$ cat config.mk
export PLATFORM = sky130hd
export DESIGN_NAME = secuenciador_melodia
export DESIGN_NICKNAME = d
export VERILOG_FILES = /design/src/rtl/secuenciador_melodia_pkg.sv /design/src/rtl/secuenciador_melodia_tono.sv /design/src/rtl/secuenciador_melodia.sv
export SDC_FILE = /design/constraint.sdc
export NUM_CORES = 1
export LEC_CHECK = 0
export BUFFER_PORTS_ARGS = -buffer_cell sky130_fd_sc_hd__buf_2
export CORE_ASPECT_RATIO = 0.6
export CORE_MARGIN = 3
export CORE_UTILIZATION = 60
export CTS_BUF_LIST = sky130_fd_sc_hd__clkbuf_16
export CTS_CLUSTER_DIAMETER = 200
export CTS_CLUSTER_SIZE = 14
export DETAILED_ROUTE_END_ITERATION = 7
export GPL_TIMING_DRIVEN = 0
export HOLD_SLACK_MARGIN = 0.02
export PLACE_DENSITY = 0.8
export SYNTH_ARGS = -nofsm -noshare
export SYNTH_HDL_FRONTEND = slang
export SYNTH_SLANG_ARGS = --single-unit
$ cat constraint.sdc
create_clock -name clk -period 3.5 [get_ports clk]
set_input_delay 1.05 -clock clk [delete_from_list [all_inputs] [get_ports clk]]
set_output_delay 1.05 -clock clk [all_outputs]
set_load 0.02 [all_outputs]
$ cat src/rtl/secuenciador_melodia_pkg.sv
// Shared definitions for the melody player and the note ROM: FSM states,
// default bus widths and the board clock frequency.
package secuenciador_melodia_pkg;

    localparam int ADDR_W_DEF = 5;
    localparam int FREQ_W_DEF = 16;
    localparam int CLK_HZ     = 12_000_000;

    typedef enum logic [1:0] {
        REPOSO  = 2'd0,
        SONANDO = 2'd1,
        PAUSA   = 2'd2,
        FIN     = 2'd3
    } estado_t;

    function automatic int max_int(input int a, input int b);
        return (a > b) ? a : b;
    endfunction

endpackage

$ cat src/rtl/secuenciador_melodia_tono.sv
// Square-wave generator: half-period counter plus toggle flop, cleared
// whenever habilitar is low or the requested half-period is zero (a rest).
import secuenciador_melodia_pkg::*;

module generador_tono #(
    parameter int FREQ_W = FREQ_W_DEF
) (
    input  logic              clk,
    input  logic              reset,
    input  logic              habilitar,
    input  logic [FREQ_W-1:0] medio_periodo,
    output logic              salida
);

    logic [FREQ_W-1:0] cuenta_q, cuenta_d;
    logic              salida_q, salida_d;

    // Next half-period count and toggle level
    always_comb begin
        cuenta_d = cuenta_q;
        salida_d = salida_q;
        if (!habilitar || (medio_periodo == {FREQ_W{1'b0}})) begin
            cuenta_d = {FREQ_W{1'b0}};
            salida_d = 1'b0;
        end else if (cuenta_q >= (medio_periodo - FREQ_W'(1))) begin
            // >= keeps the wave bounded if a shorter period arrives mid-half-period
            cuenta_d = {FREQ_W{1'b0}};
            salida_d = ~salida_q;
        end else begin
            cuenta_d = cuenta_q + FREQ_W'(1);
            salida_d = salida_q;
        end
    end

    // Counter and output flops
    always_ff @(posedge clk or posedge reset) begin
        if (reset) begin
            cuenta_q <= {FREQ_W{1'b0}};
            salida_q <= 1'b0;
        end else begin
            cuenta_q <= cuenta_d;
            salida_q <= salida_d;
        end
    end

    assign salida = salida_q;

endmodule

$ cat src/rtl/secuenciador_melodia.sv
// Melody sequencer: steps the note ROM address, times each note and pause,
// and drives the buzzer. Define SECUENCIADOR_BUCLE_EN to loop the melody.
import secuenciador_melodia_pkg::*;

module secuenciador_melodia #(
    parameter int NUM_NOTAS    = 25,
    parameter int ADDR_W       = ADDR_W_DEF,
    parameter int FREQ_W       = FREQ_W_DEF,
    parameter int NOTA_CICLOS  = 6_000_000,
    parameter int PAUSA_CICLOS = 600_000
) (
    input  logic              clk,
    input  logic              reset,
    input  logic              iniciar,
    input  logic              detener,
    input  logic [FREQ_W-1:0] frecuencia_de_nota,
    output logic [ADDR_W-1:0] direccion_nota,
    output logic              buzzer,
    output logic              reproduciendo,
    output logic              fin
);

    localparam int DUR_W = $clog2(max_int(NOTA_CICLOS, PAUSA_CICLOS));

    estado_t           estado_q, estado_d;
    logic [ADDR_W-1:0] dir_q, dir_d;
    logic [DUR_W-1:0]  dur_q, dur_d;
    logic              rep_q, rep_d;
    logic              fin_q, fin_d;
    logic              fin_evento_s;
    logic              tono_en_s;

    // Next-state, address and duration counter
    always_comb begin
        estado_d     = estado_q;
        dir_d        = dir_q;
        dur_d        = dur_q;
        fin_evento_s = 1'b0;
        if (detener) begin
            estado_d = REPOSO;
            dir_d    = {ADDR_W{1'b0}};
            dur_d    = {DUR_W{1'b0}};
        end else begin
            case (estado_q)
                REPOSO: begin
                    dir_d = {ADDR_W{1'b0}};
                    dur_d = {DUR_W{1'b0}};
                    if (iniciar) begin
                        estado_d = SONANDO;
                    end else begin
                        estado_d = REPOSO;
                    end
                end
                SONANDO: begin
                    if (dur_q == DUR_W'(NOTA_CICLOS - 1)) begin
                        estado_d = PAUSA;
                        dur_d    = {DUR_W{1'b0}};
                    end else begin
                        dur_d = dur_q + DUR_W'(1);
                    end
                end
                PAUSA: begin
                    if (dur_q == DUR_W'(PAUSA_CICLOS - 1)) begin
                        dur_d = {DUR_W{1'b0}};
                        if (dir_q < ADDR_W'(NUM_NOTAS - 1)) begin
                            dir_d    = dir_q + ADDR_W'(1);
                            estado_d = SONANDO;
                        end else begin
`ifdef SECUENCIADOR_BUCLE_EN
                            dir_d        = {ADDR_W{1'b0}};
                            estado_d     = SONANDO;
                            fin_evento_s = 1'b1;
`else
                            estado_d = FIN;
`endif
                        end
                    end else begin
                        dur_d = dur_q + DUR_W'(1);
                    end
                end
                FIN: begin
                    dir_d    = {ADDR_W{1'b0}};
                    dur_d    = {DUR_W{1'b0}};
                    estado_d = REPOSO;
                end
                default: begin
                    dir_d    = {ADDR_W{1'b0}};
                    dur_d    = {DUR_W{1'b0}};
                    estado_d = REPOSO;
                end
            endcase
        end
    end

    // Status outputs follow the state being entered so they stay registered
    always_comb begin
        rep_d     = (estado_d == SONANDO) || (estado_d == PAUSA);
        fin_d     = fin_evento_s || (estado_d == FIN);
        // Dropping enable on the exit edge zeroes the buzzer as SONANDO ends
        tono_en_s = (estado_q == SONANDO) && (estado_d == SONANDO);
    end

    // State and registered outputs
    always_ff @(posedge clk or posedge reset) begin
        if (reset) begin
            estado_q <= REPOSO;
            dir_q    <= {ADDR_W{1'b0}};
            dur_q    <= {DUR_W{1'b0}};
            rep_q    <= 1'b0;
            fin_q    <= 1'b0;
        end else begin
            estado_q <= estado_d;
            dir_q    <= dir_d;
            dur_q    <= dur_d;
            rep_q    <= rep_d;
            fin_q    <= fin_d;
        end
    end

    generador_tono #(
        .FREQ_W(FREQ_W)
    ) u_tono (
        .clk          (clk),
        .reset        (reset),
        .habilitar    (tono_en_s),
        .medio_periodo(frecuencia_de_nota),
        .salida       (buzzer)
    );

    assign direccion_nota = dir_q;
    assign reproduciendo  = rep_q;
    assign fin            = fin_q;

endmodule

* After elaboration in Yosys (flattened, before gate mapping)
Index checks and enable logic that the tools add are counted.
** Word-level totals
- Memory bits (writable) :: 0
- Register bits after elaboration :: 49
- Latch bits :: 0
- Memory bits (read-only) :: 0
- Memories :: 0
- Bits of input ports :: 20
** Operators by class
- Add/sub/neg operators :: 4
- Div/mod/pow operators :: 0
- Muxes and demuxes :: 18
- Multiply operators :: 0
- Shifts and indexed selects :: 0
- Eq/ne operators :: 10
- Bitwise logic cells :: 1
- $lt $le $gt $ge :: 2
- Reductions and logical operators :: 10
** Operators by type and width (number)
- two-way mux 23 bit :: 3
- one-hot mux 23 bit (3 select lines) :: 1
- two-way mux 16 bit :: 2
- adder 23 x 1 -> 23 bit (second input constant) :: 1
- equality test 23 x 20 -> 1 bit (second input constant) :: 1
- equality test 23 bit (second input constant) :: 1
- adder 16 x 1 -> 16 bit (second input constant) :: 1
- >= comparator 16 bit :: 1
- zero test 16 bit :: 1
- subtractor 16 x 1 -> 16 bit (second input constant) :: 1
- two-way mux 5 bit :: 3
- one-hot mux 5 bit (2 select lines) :: 1
- equality test 2 bit (second input constant) :: 4
- two-way mux 2 bit :: 4
- one-hot mux 2 bit (4 select lines) :: 1
- != test 3 bit (second input constant) :: 2
- adder 5 x 1 -> 5 bit (second input constant) :: 1
- less-than comparator 5 bit (second input constant) :: 1
- equality test 2 x 1 -> 1 bit (second input constant) :: 2
- two-way mux 1 bit :: 3
- AND reduction 3 bit :: 1
- nonzero test 3 bit :: 1
- zero test 2 bit :: 1
- logical OR 1 bit :: 2
- other kinds (5) :: 5

* Depth between registers and ports, before layout
Gate-level depths: netlist (run 1).
- Depth in word-level cells :: 10
- Depth in mapped cells :: 13
- Gate-level depth less buffers :: 12

* Modules after synthesis
From an unflattened synthesis (run 1), not the netlist that was laid out.
** Second synthesis, totals
- Cells, all modules :: 357
- Area, all modules :: 3413.3 µm²
** By module, submodules not included
- secuenciador_melodia :: area each 1874.3 µm², cells an instance 196, instances 1
- generador_tono :: area each 1539.0 µm², cells an instance 161, instances 1

* Worst setup path after synthesis (run 1)
No wires, ideal clock.
- Kind :: input -> register
- Start point :: input port frecuencia_de_nota[6]
- End point :: register u_tono.cuenta_q[10]
- Arrival time :: 3.878 ns
- Buffers on the path :: 1
- Library setup time :: 0.134 ns
- Path slack :: -0.512 ns
- Stages on the path :: 11
- Data required time :: 3.366 ns
- Cell sequence :: or4_4 or4_4 nor4_1 xnor2_1 ha_1 nand4_1 nor4_1 o31ai_1 o211ai_1 clkbuf_1 nor3_1
** Between the ends
- Longest elaborated chain between the ends :: 4
** RTL lines
- from (decl) :: RTL line secuenciador_melodia.sv:16 : input logic [FREQ_W-1:0] frecuencia_de_nota,
- subtractor 16 x 1 -> 16 bit :: RTL line secuenciador_melodia_tono.sv:25 : end else if (cuenta_q >= (medio_periodo - FREQ_W'(1))) begin
- >= comparator 16 bit :: RTL line secuenciador_melodia_tono.sv:25
- two-way mux 16 bit :: RTL line secuenciador_melodia_tono.sv:25
- two-way mux 16 bit (*) :: RTL line secuenciador_melodia_tono.sv:22 : if (!habilitar || (medio_periodo == {FREQ_W{1'b0}})) begin
- named net u_tono.cuenta_d[10] :: RTL line secuenciador_melodia_tono.sv:15 : logic [FREQ_W-1:0] cuenta_q, cuenta_d;
- to (signal assigned) :: RTL line secuenciador_melodia_tono.sv:38 : cuenta_q <= {FREQ_W{1'b0}};
- to (signal assigned) :: RTL line secuenciador_melodia_tono.sv:41 : cuenta_q <= cuenta_d;
- to (decl) :: RTL line secuenciador_melodia_tono.sv:15
Mark *: on every way through the listed nets, which the timed path passes. The rest lies on a longest branch.
A chain may end at the register's enable or synchronous reset.

* Final worst setup path (run 1)
- Start point :: input port frecuencia_de_nota[6]
- End point :: register u_tono.salida_q (netlist: u_tono.salida)
** Between the ends
- Longest elaborated chain between the ends :: 3
** RTL lines
- subtractor 16 x 1 -> 16 bit / zero test 16 bit (equally long branches) :: RTL line secuenciador_melodia_tono.sv:25, secuenciador_melodia_tono.sv:22
- >= comparator 16 bit / logical OR 1 bit (equally long branches) :: RTL line secuenciador_melodia_tono.sv:25, secuenciador_melodia_tono.sv:22
- nonzero test 2 bit (no source line) / two-way mux 1 bit (equally long branches)
- to (signal assigned) :: RTL line secuenciador_melodia_tono.sv:42 : salida_q <= salida_d;
- to (decl) :: RTL line secuenciador_melodia_tono.sv:16 : logic salida_q, salida_d;
Parallel ways exist; a longest one is shown, timed or not.

==> results of run 1 <==
==> layout by cell type, fill, tap and decap left out, types with 5 or more instances in the layout <==
| cell | n |
|---|---|
| xnor2_1 | 30 |
| nand4_1 | 13 |
| and3_1 | 5 |
| buf_2 | 25 |
| nor3_1 | 14 |
| clkbuf_16 | 5 |
| nand2_1 | 18 |
| buf_4 | 9 |
| nor4_1 | 7 |
| a21oi_1 | 6 |
| nand3_1 | 20 |
| ha_1 | 25 |
| nor3_2 | 12 |
| dfrtp_1 | 49 |
| xor2_1 | 19 |
| nor2_1 | 38 |
| inv_1 | 16 |
| and4_1 | 6 |
==> where the power goes <==
group	leakage, uW	total, uW	switching (uW)	internal [uW]
logic	0.000755	100	62.0	38.4
clock network	0.0000842	549	210	338
registers	0.000682	572	3.01	569
==> Yosys cell counts (all sizes together), types with 2 or more instances <==
master	count	area, um^2
a21oi	6	30.0
a311o	4	40.0
a31oi	2	12.5
and2	2	12.5
and3	5	31.3
and4	6	52.6
buf	3	17.5
clkbuf	4	15.0
dfrtp	49	1230
ha	25	313
inv	17	63.8
nand2	18	67.6
nand2b	2	12.5
nand3	21	110
nand4	13	81.3
nand4b	2	17.5
nor2	39	146
nor2b	4	25.0
nor3	27	135
nor4	9	56.3
o2111ai	2	17.5
o211ai	4	35.0
o21ai	2	10.0
or3	2	12.5
or4	7	60.1
xnor2	30	263
xor2	19	166
==> per-stage QoR <==
stage	hold slack, ps	total power [uW]	setup slack [ps]	utilization [%]	TNS, ps
after floorplan	448	640	-350	-	-4050
after global placement	466	671	-992	71.3	-14480
after detailed placement	477	677	-1020	71.7	-15180
after CTS	486	1230	-398	77.6	-5070
after global routing	532	1270	-540	78.3	-7620
final	483	1220	-404	78.3	-5200
==> what timing repair did <==
item                       CTS  global route
buffers inserted             7             2
pin swaps                    5             5
cloned                       1             0
setup endpoints to repair   17            17
gates resized for setup     12             5
==> path summary, 6_finish.rpt <==
| kind | start | to | depth (start not counted) |
|---|---|---|---|
| max in group asynchronous | reset | u_tono.cuenta_q[8] | 3 |
| min in group asynchronous | reset | dur_q[18] | 2 |
| hold / removal | dur_q[0] | dur_q[0] | 1 |
| setup reg to reg | dur_q[12] | u_tono.cuenta_q[10] | 9 |
| hold reg to reg | dur_q[0] | dur_q[0] | 1 |
| setup / recovery | frecuencia_de_nota[6] | u_tono.salida | 12 |
==> flip-flops by register name (all words and copies together) (netlist names) <==
signal,flops
direccion_nota,5
fin,1
estado_q,2
u_tono.cuenta_q,16
dur_q,23
u_tono.salida,1
reproduciendo,1
==> per-layer routing <==
| layer | wire length, um | vias to the layer above | share of wire [%] | GRT usage [%] |
|---|---|---|---|---|
| met5 | 0 | - | 0 | 0 |
| met4 | 74 | 0 | 0.97 | 5.11 |
| met3 | 551 | 11 | 7.2 | 5.70 |
| met2 | 3150 | 104 | 41 | 36.5 |
| met1 | 3840 | 1294 | 50 | 40.0 |
| li1 | - | 1309 | - | - |
==> worst max-delay path: cells and delay by family <==
kind            cells  cell delay, ps
compound gates      2             290
xor+xnor            1             110
fa+ha+maj           1             290
buf+inv             2             280
mux                 1             300
simple gates        5            1750
==> cell type report <==
| cell class | count | area share, % |
|---|---|---|
| timing repair buffer | 36 | 6.46 |
| clock inverter | 3 | 1.16 |
| sequential | 49 | 32.5 |
| multi-input combinational | 264 | 51.7 |
| inverter | 17 | 1.69 |
| clock buffer | 5 | 3.31 |
| buffer | 7 | 1.16 |
| tap | 63 | 2.09 |
==> cell families (layout without fill, tap and decap cells) <==
group | after synthesis | in the layout
adder cells (fa/ha/maj) | 25 | 25
buffers and inverters | 24 | 68
AO/OA/AOI/OAI | 29 | 29
XOR/XNOR | 49 | 49
multiplexers | 1 | 1
flip-flops | 49 | 49
AND/OR/NAND/NOR | 160 | 160
==> results by group, run 1 <==
Route
  – Drt total wl: 7.61 mm
  – Vias per cell: just over 6
  – DRC Markers: 0
  – DRT iter0 DRCs: 130
  – Vias: between 2k and 3k
  – Post-route ant nets: 0
  – 1st-pass router iterations: 5
  – Wire per inst: 17.1 um

Critical path
  – CP max stage delay: 550 ps
  – Data arrival time of the worst path: between 4000 and 5000 ps
  – Crit end category: flip-flop
  – WP data required: approximately 3700 ps
  – Worst-path cell chain: buf_6 > or4_4 > or4_4 > nor4_4 > xnor2_1 > ha_1 > nand4_1 > nor4_2 > o31ai_2 > o211ai_1 > buf_4 > mux2_4
  – Slowest cell on crit path: or4_4
  – Setup Crit Path Kind: in -> reg
  – R2R Setup Slk: -50 ps
  – Cell mode on critical path: or4_4
  – Crit Path Max Fanout: 4
  – CP Launch Type: primary input

Final layout
  – Fin nets: around 430
  – Final cell count without fillers: roughly 440
  – Share of post-route cells with drive strength above 1: between 10% and 20%
  – Multi-input gate area: 1950 um^2
  – Layout area overhead: 19.3%
  – Fillcell total: 324
  – Final instance area: between 3000 and 4000 um^2
  – Antenna fix cells: 0
  – Storage cell area: between 1000 and 1500 um^2

Clock tree
  – # H-tree levels: 2
  – Worst skew pair latency: about 290 ps
  – CTS Buffer Depth: 2
  – CTS root buf: clkbuf_16
  – Hold Buf Count CTS: 0
  – # clock sinks: 49
  – CTS tree: yes
  – Reg clk slew, reported paths: 70 ps
  – CTS buffer count: 5

Yosys
  – EDFF count, synth: 0
  – Synth Area in Compound Gates: 7.70%
  – Share of flip-flops with an asynchronous set or reset: 100%
  – Xor and xnor area share after synthesis: between 10% and 20%
  – Top_reg_cell synth: dfrtp_1
  – #FFs+latches synth: 49
  – Mapped Cells: around 340
  – Register area share after synthesis: between 30% and 40%
  – Synth Area in Adders: between 9 and 10%
  – Post-synthesis mux area share: less than 1%
  – Syn Area/Cell: 9.40 um^2
  – Largest family of logic cells by synthesized area: simple AND/OR/NAND/NOR gates
  – Syn Nets: about 380
  – Netlist cell types: 44
  – Mapped Area: 3170 um^2
  – Synth warn: 0
  – Simple-gate share of the synthesized area: about a quarter

Timing
  – Final worst path period need: slightly below 4000 ps
  – Actual slew at the worst max-slew pin: ~1000 ps
  – RSZ-0062 raised after global routing: yes
  – Final Cycle Share: 112%
  – Setup-failing EPs final: 17
  – Worst slew margin: roughly a third
  – Maximum clock rate: about 0.26 GHz
  – Final-report max-slew violation count: 0
  – Worst Clk Skew: between 5 and 6 ps
  – Post-route setup slack: -404 ps
  – Fin. Hold Viols: 0

GRT
  – Number of global-route vias before repair: roughly 2.6k
  – Gr ovfl total: 0
  – Global-route wire length before repair: about 13 mm
  – Antenna violations before repair: 0
  – All-Layer GR Usage: approximately a quarter
  – Pin count of the biggest net entering global routing: 39

Power
  – Power per Cell Area: between 300 and 400 nW/um^2
  – P_leak: between 0.0015 and 0.002 uW
  – Worst vdd ir: approximately 0.3 mV

Outcome
  – Failing checks: setup timing
  – Outcome: complete, but fails checks

Placed design
  – Placed Area: about 3500 um^2
  – Placed Instances: about 430
  – GPL Wtd Cong: 0.955
  – HPWL after DPL: between 5 and 6 mm
  – IO buf count: 26

Floorplan
  – Starting Density: between 60% and 70%
  – # rows: 19
  – Chip height: 62.3 um
  – Die area: 6210 um^2
  – IO Pins: 28
  – Width of the die: between 90 and 100 um
  – Core Footprint: between 4000 and 5000 um^2

Worst hold path
  – Worst hold-check path type: reg -> reg

Flow run
  – Max Cap Viol: 0
(Power assumes the default switching activity.)
==> run 2, diff against run 1 <==
--- a/config.mk
+++ b/config.mk
@@ -7,7 +7,7 @@
 export LEC_CHECK = 0
 export BUFFER_PORTS_ARGS = -buffer_cell sky130_fd_sc_hd__buf_2
 export CORE_ASPECT_RATIO = 0.6
-export CORE_MARGIN = 3
+export CORE_MARGIN = 4
 export CORE_UTILIZATION = 60
 export CTS_BUF_LIST = sky130_fd_sc_hd__clkbuf_16
 export CTS_CLUSTER_DIAMETER = 200
@@ -15,7 +15,7 @@
 export DETAILED_ROUTE_END_ITERATION = 7
 export GPL_TIMING_DRIVEN = 0
 export HOLD_SLACK_MARGIN = 0.02
-export PLACE_DENSITY = 0.8
+export PLACE_DENSITY = 0.78
 export SYNTH_ARGS = -nofsm -noshare
 export SYNTH_HDL_FRONTEND = slang
 export SYNTH_SLANG_ARGS = --single-unit
==> results by group, run 2 (same netlist as run 1, synthesis figures left out) <==
Floorplan
  – IO Pins: 28 (unchanged)
  – Chip height: 64.3 um (+3.2%)
  – Die area: 6540 um^2 (+5.3%)
  – Core Footprint: 5080 um^2 (+5.3%)
  – Width of the die: 102 um (+2.0%)
  – Starting Density: 62.3% (-3.3 points)
  – # rows: 20 (+1)

GRT
  – Antenna violations before repair: 0 (unchanged)
  – Gr ovfl total: 0 (unchanged)
  – Global-route wire length before repair: 13.0 mm (+0.86%)
  – Number of global-route vias before repair: 2681 (+2.3%)
  – All-Layer GR Usage: 25.5% (-0.17 points)
  – Pin count of the biggest net entering global routing: 42 (+7.7%)

Timing
  – Worst slew margin: 31.4% (about the same)
  – Actual slew at the worst max-slew pin: 1020 ps (-0.302 ps)
  – Maximum clock rate: 0.253 GHz (-1.1%)
  – Final Cycle Share: 113% (+1.2 points)
  – Hold slack: 495 ps (+11.4 ps)
  – Worst Clk Skew: 2.87 ps (-2.87 ps)
  – Final worst path period need: 3950 ps (+41.9 ps)
  – Final-report max-slew violation count: 0 (unchanged)
  – TNS Setup: -5610 ps (-412 ps)
  – Setup-failing EPs final: 17 (unchanged)
  – Post-route setup slack: -446 ps (-41.9 ps)
  – Fin. Hold Viols: 0 (unchanged)
  – RSZ-0062 raised after global routing: yes

Worst hold path
  – Worst hold-check path type: reg -> reg
  – Hold Path End: dur_q[0]
  – Hold Crit Start: dur_q[0]
  – Hold path depth: 1 (unchanged)

Clock tree
  – Hold Buf Count CTS: 0 (unchanged)
  – CTS root buf: clkbuf_16
  – # clock sinks: 49 (unchanged)
  – CTS buffer count: 5 (unchanged)
  – Reg clk slew, reported paths: 70 ps (about the same)
  – # H-tree levels: 2 (unchanged)
  – CTS Buffer Depth: 2 (unchanged)
  – Worst skew pair latency: 290 ps (about the same)
  – CTS tree: yes

Route
  – 1st-pass router iterations: 5 (unchanged)
  – Drt total wl: 7.67 mm (+0.87%)
  – Wire per inst: 17.2 um (+0.42%)
  – DRT iter0 DRCs: 144 (+11%)
  – Vias per cell: 6.21 (+1.5%)
  – Vias: 2771 (+1.9%)
  – Post-route ant nets: 0 (unchanged)
  – DRC Markers: 0 (unchanged)

Critical path
  – Setup Crit Path Kind: in -> reg
  – CP Launch Type: primary input
  – Crit end category: flip-flop
  – R2R Setup Slk: -30 ps (+20 ps)
  – R2R Path End: u_tono.cuenta_q[9]
  – CP max stage delay: 580 ps (+30 ps)
  – Worst-path cell chain: buf_6 > or4_4 > or4_4 > nor4_4 > xnor2_1 > ha_1 > nand4_1 > nor4_4 > o31ai_2 > o211ai_1 > buf_4 > mux2_4
  – Worst r2r src: dur_q[12]
  – WP data required: 3680 ps (about the same)
  – Cell family with most CP delay: simple AND/OR/NAND/NOR gates
  – Slowest cell on crit path: or4_4
  – Data arrival time of the worst path: 4120 ps (+40 ps)
  – Buf/Inv on CP: 2 (unchanged)
  – R2R depth: 9 (unchanged)
  – Crit Path Max Fanout: 4 (unchanged)

Placed design
  – Placed Area: 3460 um^2 (+0.11%)
  – IO buf count: 26 (unchanged)
  – GPL Wtd Cong: 0.915 (-4.2%)
  – Placed Instances: 430 (+0.70%)
  – HPWL after DPL: 5.56 mm (+0.50%)

Power
  – Worst vdd ir: 0.228 mV (-24%)
  – P_leak: 0.00151 uW (-0.90%)
  – Power per Cell Area: 307 nW/um^2 (-5.1%)
  – Tot Pwr: 1150 uW (-5.5%)

Final layout
  – Final instance area: 3760 um^2 (-0.46%)
  – Antenna fix cells: 0 (unchanged)
  – Layout area overhead: 18.7%
  – Most common cell after layout, fill and taps aside: dfrtp_1
  – Most flops, register: dur_q
  – Storage cell area: 1230 um^2 (unchanged)
  – Leading cell types in the layout, fill and taps excluded: 49 x dfrtp_1, 38 x nor2_1, 30 x xnor2_1
  – Final cell count without fillers: 446 (+0.45%)
  – Max reg flops: 23 (unchanged)
  – Fillcell total: 363 (+12%)
  – Fin nets: 424 (-0.24%)
  – Multi-input gate area: 1970 um^2 (+0.71%)
  – Share of post-route cells with drive strength above 1: 19.5% (+0.051 points)

Outcome
  – Outcome: complete, but fails checks
  – Failing checks: setup timing

Flow run
  – Max Cap Viol: 0 (unchanged)
run 2: worst max-delay path by stage:
stage	cells after the start	endpoint	slack (ps)	from
after floorplan	9	u_tono.salida	-350	frecuencia_de_nota[6]
after global placement	12	u_tono.cuenta_q[10]	-980	frecuencia_de_nota[6]
after detailed placement	12	u_tono.cuenta_q[10]	-1010	frecuencia_de_nota[6]
after CTS	12	u_tono.salida	-380	frecuencia_de_nota[6]
after global routing	12	u_tono.salida	-580	frecuencia_de_nota[6]
final	12	u_tono.salida	-450	frecuencia_de_nota[6]
run 2: where the power goes:
| group | internal (uW) | switching [uW] | leakage, uW |
|---|---|---|---|
| logic | 38.9 | 62.1 | 0.000755 |
| clock network | 266 | 215 | 0.0000702 |
| registers | 569 | 3.17 | 0.000682 |
run 2: final cells by class:
cell class                      instances  share of cell area, %
Multi-Input combinational cell        264                   52.3
Buffer                                  7                   1.13
Inverter                               17                   1.70
Clock inverter                          3                  0.566
Tap cell                               66                   2.20
Clock buffer                            5                   3.33
Sequential cell                        49                   32.6
Timing Repair Buffer                   35                   6.19
run 2: per-layer routing:
metal	part of all wire [%]	wire length [um]	track usage, %
met5	0	0	0
met4	1.7	129	6.14
met3	7.1	542	5.78
met2	42	3200	37.0
met1	50	3800	38.4
run 2: worst register-to-register path, cell delays in order (launching register included):
cell and delay (ps):
dfrtp_1 410, or4b_1 550, nor4_1 790, and2_1 260
o21ai_0 80, a221oi_1 430, ha_1 270, o311ai_4 190
buf_4 270, nor3_1 190
run 2: timing repair:
item | in CTS | in global routing
pin swaps | 3 | 3
cloned | 1 | 0
gates resized for setup | 11 | 7
endpoints found under the setup margin | 17 | 17
setup buffers | 6 | 2
run 2: metrics by stage:
step / setup slack, ps / util, %
after floorplan: -350 / -
after global placement: -978 / 67.8
after detailed placement: -1010 / 68.2
after CTS: -378 / 73.3
after global routing: -577 / 74.0
final: -446 / 74.0
==> run 3, diff against run 2 <==
--- a/config.mk
+++ b/config.mk
@@ -5,7 +5,7 @@
 export SDC_FILE = /design/constraint.sdc
 export NUM_CORES = 1
 export LEC_CHECK = 0
-export BUFFER_PORTS_ARGS = -buffer_cell sky130_fd_sc_hd__buf_2
+export BUFFER_PORTS_ARGS = -buffer_cell sky130_fd_sc_hd__buf_4
 export CORE_ASPECT_RATIO = 0.6
 export CORE_MARGIN = 4
 export CORE_UTILIZATION = 60
==> results by group, run 3 (same netlist as run 1, synthesis figures left out) <==
Outcome
  – Outcome: complete, but fails checks
  – Failing checks: setup timing

Timing
  – Final-report max-slew violation count: 0 (unchanged)
  – Fin. Hold Viols: 0 (unchanged)
  – RSZ-0062 raised after global routing: yes
  – Worst Clk Skew: 5.59 ps (+2.72 ps)
  – Post-route setup slack: -442 ps (+4.53 ps)
  – Final worst path period need: 3940 ps (-4.53 ps)
  – Final Cycle Share: 113% (-0.13 points)
  – Maximum clock rate: 0.254 GHz (+0.11%)
  – Actual slew at the worst max-slew pin: 973 ps (-46.3 ps)
  – TNS Setup: -5820 ps (-205 ps)
  – Setup-failing EPs final: 17 (unchanged)
  – Worst slew margin: 34.5% (+3.1 points)

Critical path
  – CP max stage delay: 580 ps (about the same)
  – CP Launch Type: primary input
  – Worst-path cell chain: buf_6 > or4_4 > or4_4 > nor4_4 > xnor2_1 > ha_1 > nand4_1 > nor4_4 > o31ai_2 > o211ai_1 > buf_4 > mux2_4
  – Buf/Inv on CP: 2 (unchanged)
  – Crit Path Max Fanout: 4 (unchanged)
  – Data arrival time of the worst path: 4110 ps (about the same)
  – Slowest cell on crit path: or4_4
  – Crit end category: flip-flop
  – Cell family with most CP delay: simple AND/OR/NAND/NOR gates
  – WP data required: 3670 ps (about the same)
  – Setup Crit Path Kind: in -> reg

Route
  – Post-route ant nets: 0 (unchanged)
  – DRT iter0 DRCs: 265 (+84%)
  – Vias per cell: 6.08 (-2.1%)
  – DRC Markers: 0 (unchanged)
  – Wire per inst: 16.6 um (-3.3%)
  – 1st-pass router iterations: 6 (+1)
  – Drt total wl: 7.44 mm (-3.1%)
  – Vias: 2719 (-1.9%)

Power
  – Tot Pwr: 1150 uW (-0.53%)
  – P_leak: 0.00152 uW (+0.92%)
  – Worst vdd ir: 0.279 mV (+22%)
  – Power per Cell Area: 301 nW/um^2 (-1.9%)

Clock tree
  – Worst skew pair latency: 280 ps (about the same)
  – Reg clk slew, reported paths: 70 ps (about the same)
  – # H-tree levels: 2 (unchanged)
  – CTS root buf: clkbuf_16
  – # clock sinks: 49 (unchanged)
  – Hold Buf Count CTS: 0 (unchanged)
  – CTS tree: yes
  – CTS Buffer Depth: 2 (unchanged)
  – CTS buffer count: 5 (unchanged)

Final layout
  – Antenna fix cells: 0 (unchanged)
  – Max reg flops: 23 (unchanged)
  – Post-layout util: 75.0% (+1.0 points)
  – Fin nets: 425 (+0.24%)
  – Final instance area: 3810 um^2 (+1.4%)
  – Share of post-route cells with drive strength above 1: 19.4% (-0.051 points)
  – Leading cell types in the layout, fill and taps excluded: 49 x dfrtp_1, 38 x nor2_1, 34 x buf_4
  – Layout area overhead: 20.4%
  – Most common cell after layout, fill and taps aside: dfrtp_1
  – Most flops, register: dur_q

Placed design
  – IO buf count: 26 (unchanged)
  – HPWL after DPL: 5.55 mm (-0.23%)
  – GPL Wtd Cong: 0.925 (+1.1%)
  – Dpl ws: -1050 ps (-41.0 ps)
  – Placed Area: 3530 um^2 (+1.9%)

GRT
  – Gr ovfl total: 0 (unchanged)
  – Antenna violations before repair: 0 (unchanged)
  – Pin count of the biggest net entering global routing: 32 (-24%)
  – Number of global-route vias before repair: 2596 (-3.2%)
  – Global-route wire length before repair: 12.7 mm (-2.6%)
  – All-Layer GR Usage: 24.5% (-1.1 points)

Floorplan
  – # rows: 20 (unchanged)
  – Chip height: 64.3 um (unchanged)
  – Starting Density: 62.3% (unchanged)
  – Core Footprint: 5080 um^2 (unchanged)
  – Width of the die: 102 um (unchanged)
  – Die area: 6540 um^2 (unchanged)
  – IO Pins: 28 (unchanged)

Flow run
  – Max Cap Viol: 0 (unchanged)

Worst hold path
  – Worst hold-check path type: reg -> reg
-- run 3: changes by cell type in the layout (fill, tap and decap cells not counted) --
cell | before | now
clkinvlp_4 | 1 | 2
clkinv_2 | 1 | 0
inv_1 | 16 | 17
buf_6 | 2 | 3
clkbuf_8 | 1 | 0
buf_4 | 9 | 34
inv_6 | 1 | 0
buf_8 | 1 | 0
buf_2 | 25 | 2
-- run 3: power breakdown --
| group | internal [uW] | leakage [uW] | total [uW] | switching [uW] |
|---|---|---|---|---|
| combinational | 44.5 | 0.000772 | 108 | 63.0 |
| clock | 262 | 0.0000672 | 468 | 206 |
| sequential | 569 | 0.000682 | 573 | 3.23 |
| total | 876 | 0.00152 | 1150 | 272 |
-- run 3: worst paths after layout --
kind | startpoint | end | slack [ps] | depth (start not counted)
setup / recovery | frecuencia_de_nota[6] | u_tono.salida | -440 | 12
hold / removal | dur_q[0] | dur_q[0] | 500 | 1
setup reg to reg | dur_q[12] | u_tono.cuenta_q[9] | -20 | 9
hold reg to reg | dur_q[0] | dur_q[0] | 500 | 1
max in group asynchronous | reset | u_tono.cuenta_q[15] | 2240 | 3
min in group asynchronous | reset | dur_q[0] | 760 | 2
-- run 3: metal layers --
metal / vias up / share of wire, % / track usage, %
met2: 102 / 41 / 34.6
met1: 1309 / 51 / 39.3
met3: 2 / 7.9 / 4.03
met4: 0 / 0.17 / 3.65
li1: 1306 / - / -
met5: - / 0 / 0
-- run 3: worst reg2reg max path, cell delays in order, from the launching register on --
cell and delay, ps:
dfrtp_1 410, or4b_1 560, nor4_1 760, and2_1 260
o21ai_0 80, a221oi_1 420, ha_1 280, o311ai_4 200
buf_4 270, nor3_2 190
-- run 3: stage by stage --
stage / cells / hold slack (ps)
floorplan: 337 / 448
global placement: 429 / 473
detailed placement: 430 / 489
CTS: 447 / 498
global route: 447 / 529
finish: 447 / 503
-- run 3: cell type report --
cell class              count  area [um^2]
clock buffers               5          125
multi-input cells         264         1970
well taps                  66         82.6
fillers                   375         1270
clock inverters             3         18.8
flip-flops and latches     49         1230
repair buffers             37          302
inverters                  17         63.8
plain buffers               6         28.8
-- run 3: timing repair --
| item | in CTS | in global routing |
|---|---|---|
| pin swaps | 3 | 2 |
| gates resized for setup | 12 | 4 |
| cloned | 1 | 0 |
| setup endpoints to repair | 17 | 17 |
| buffers inserted | 8 | 2 |
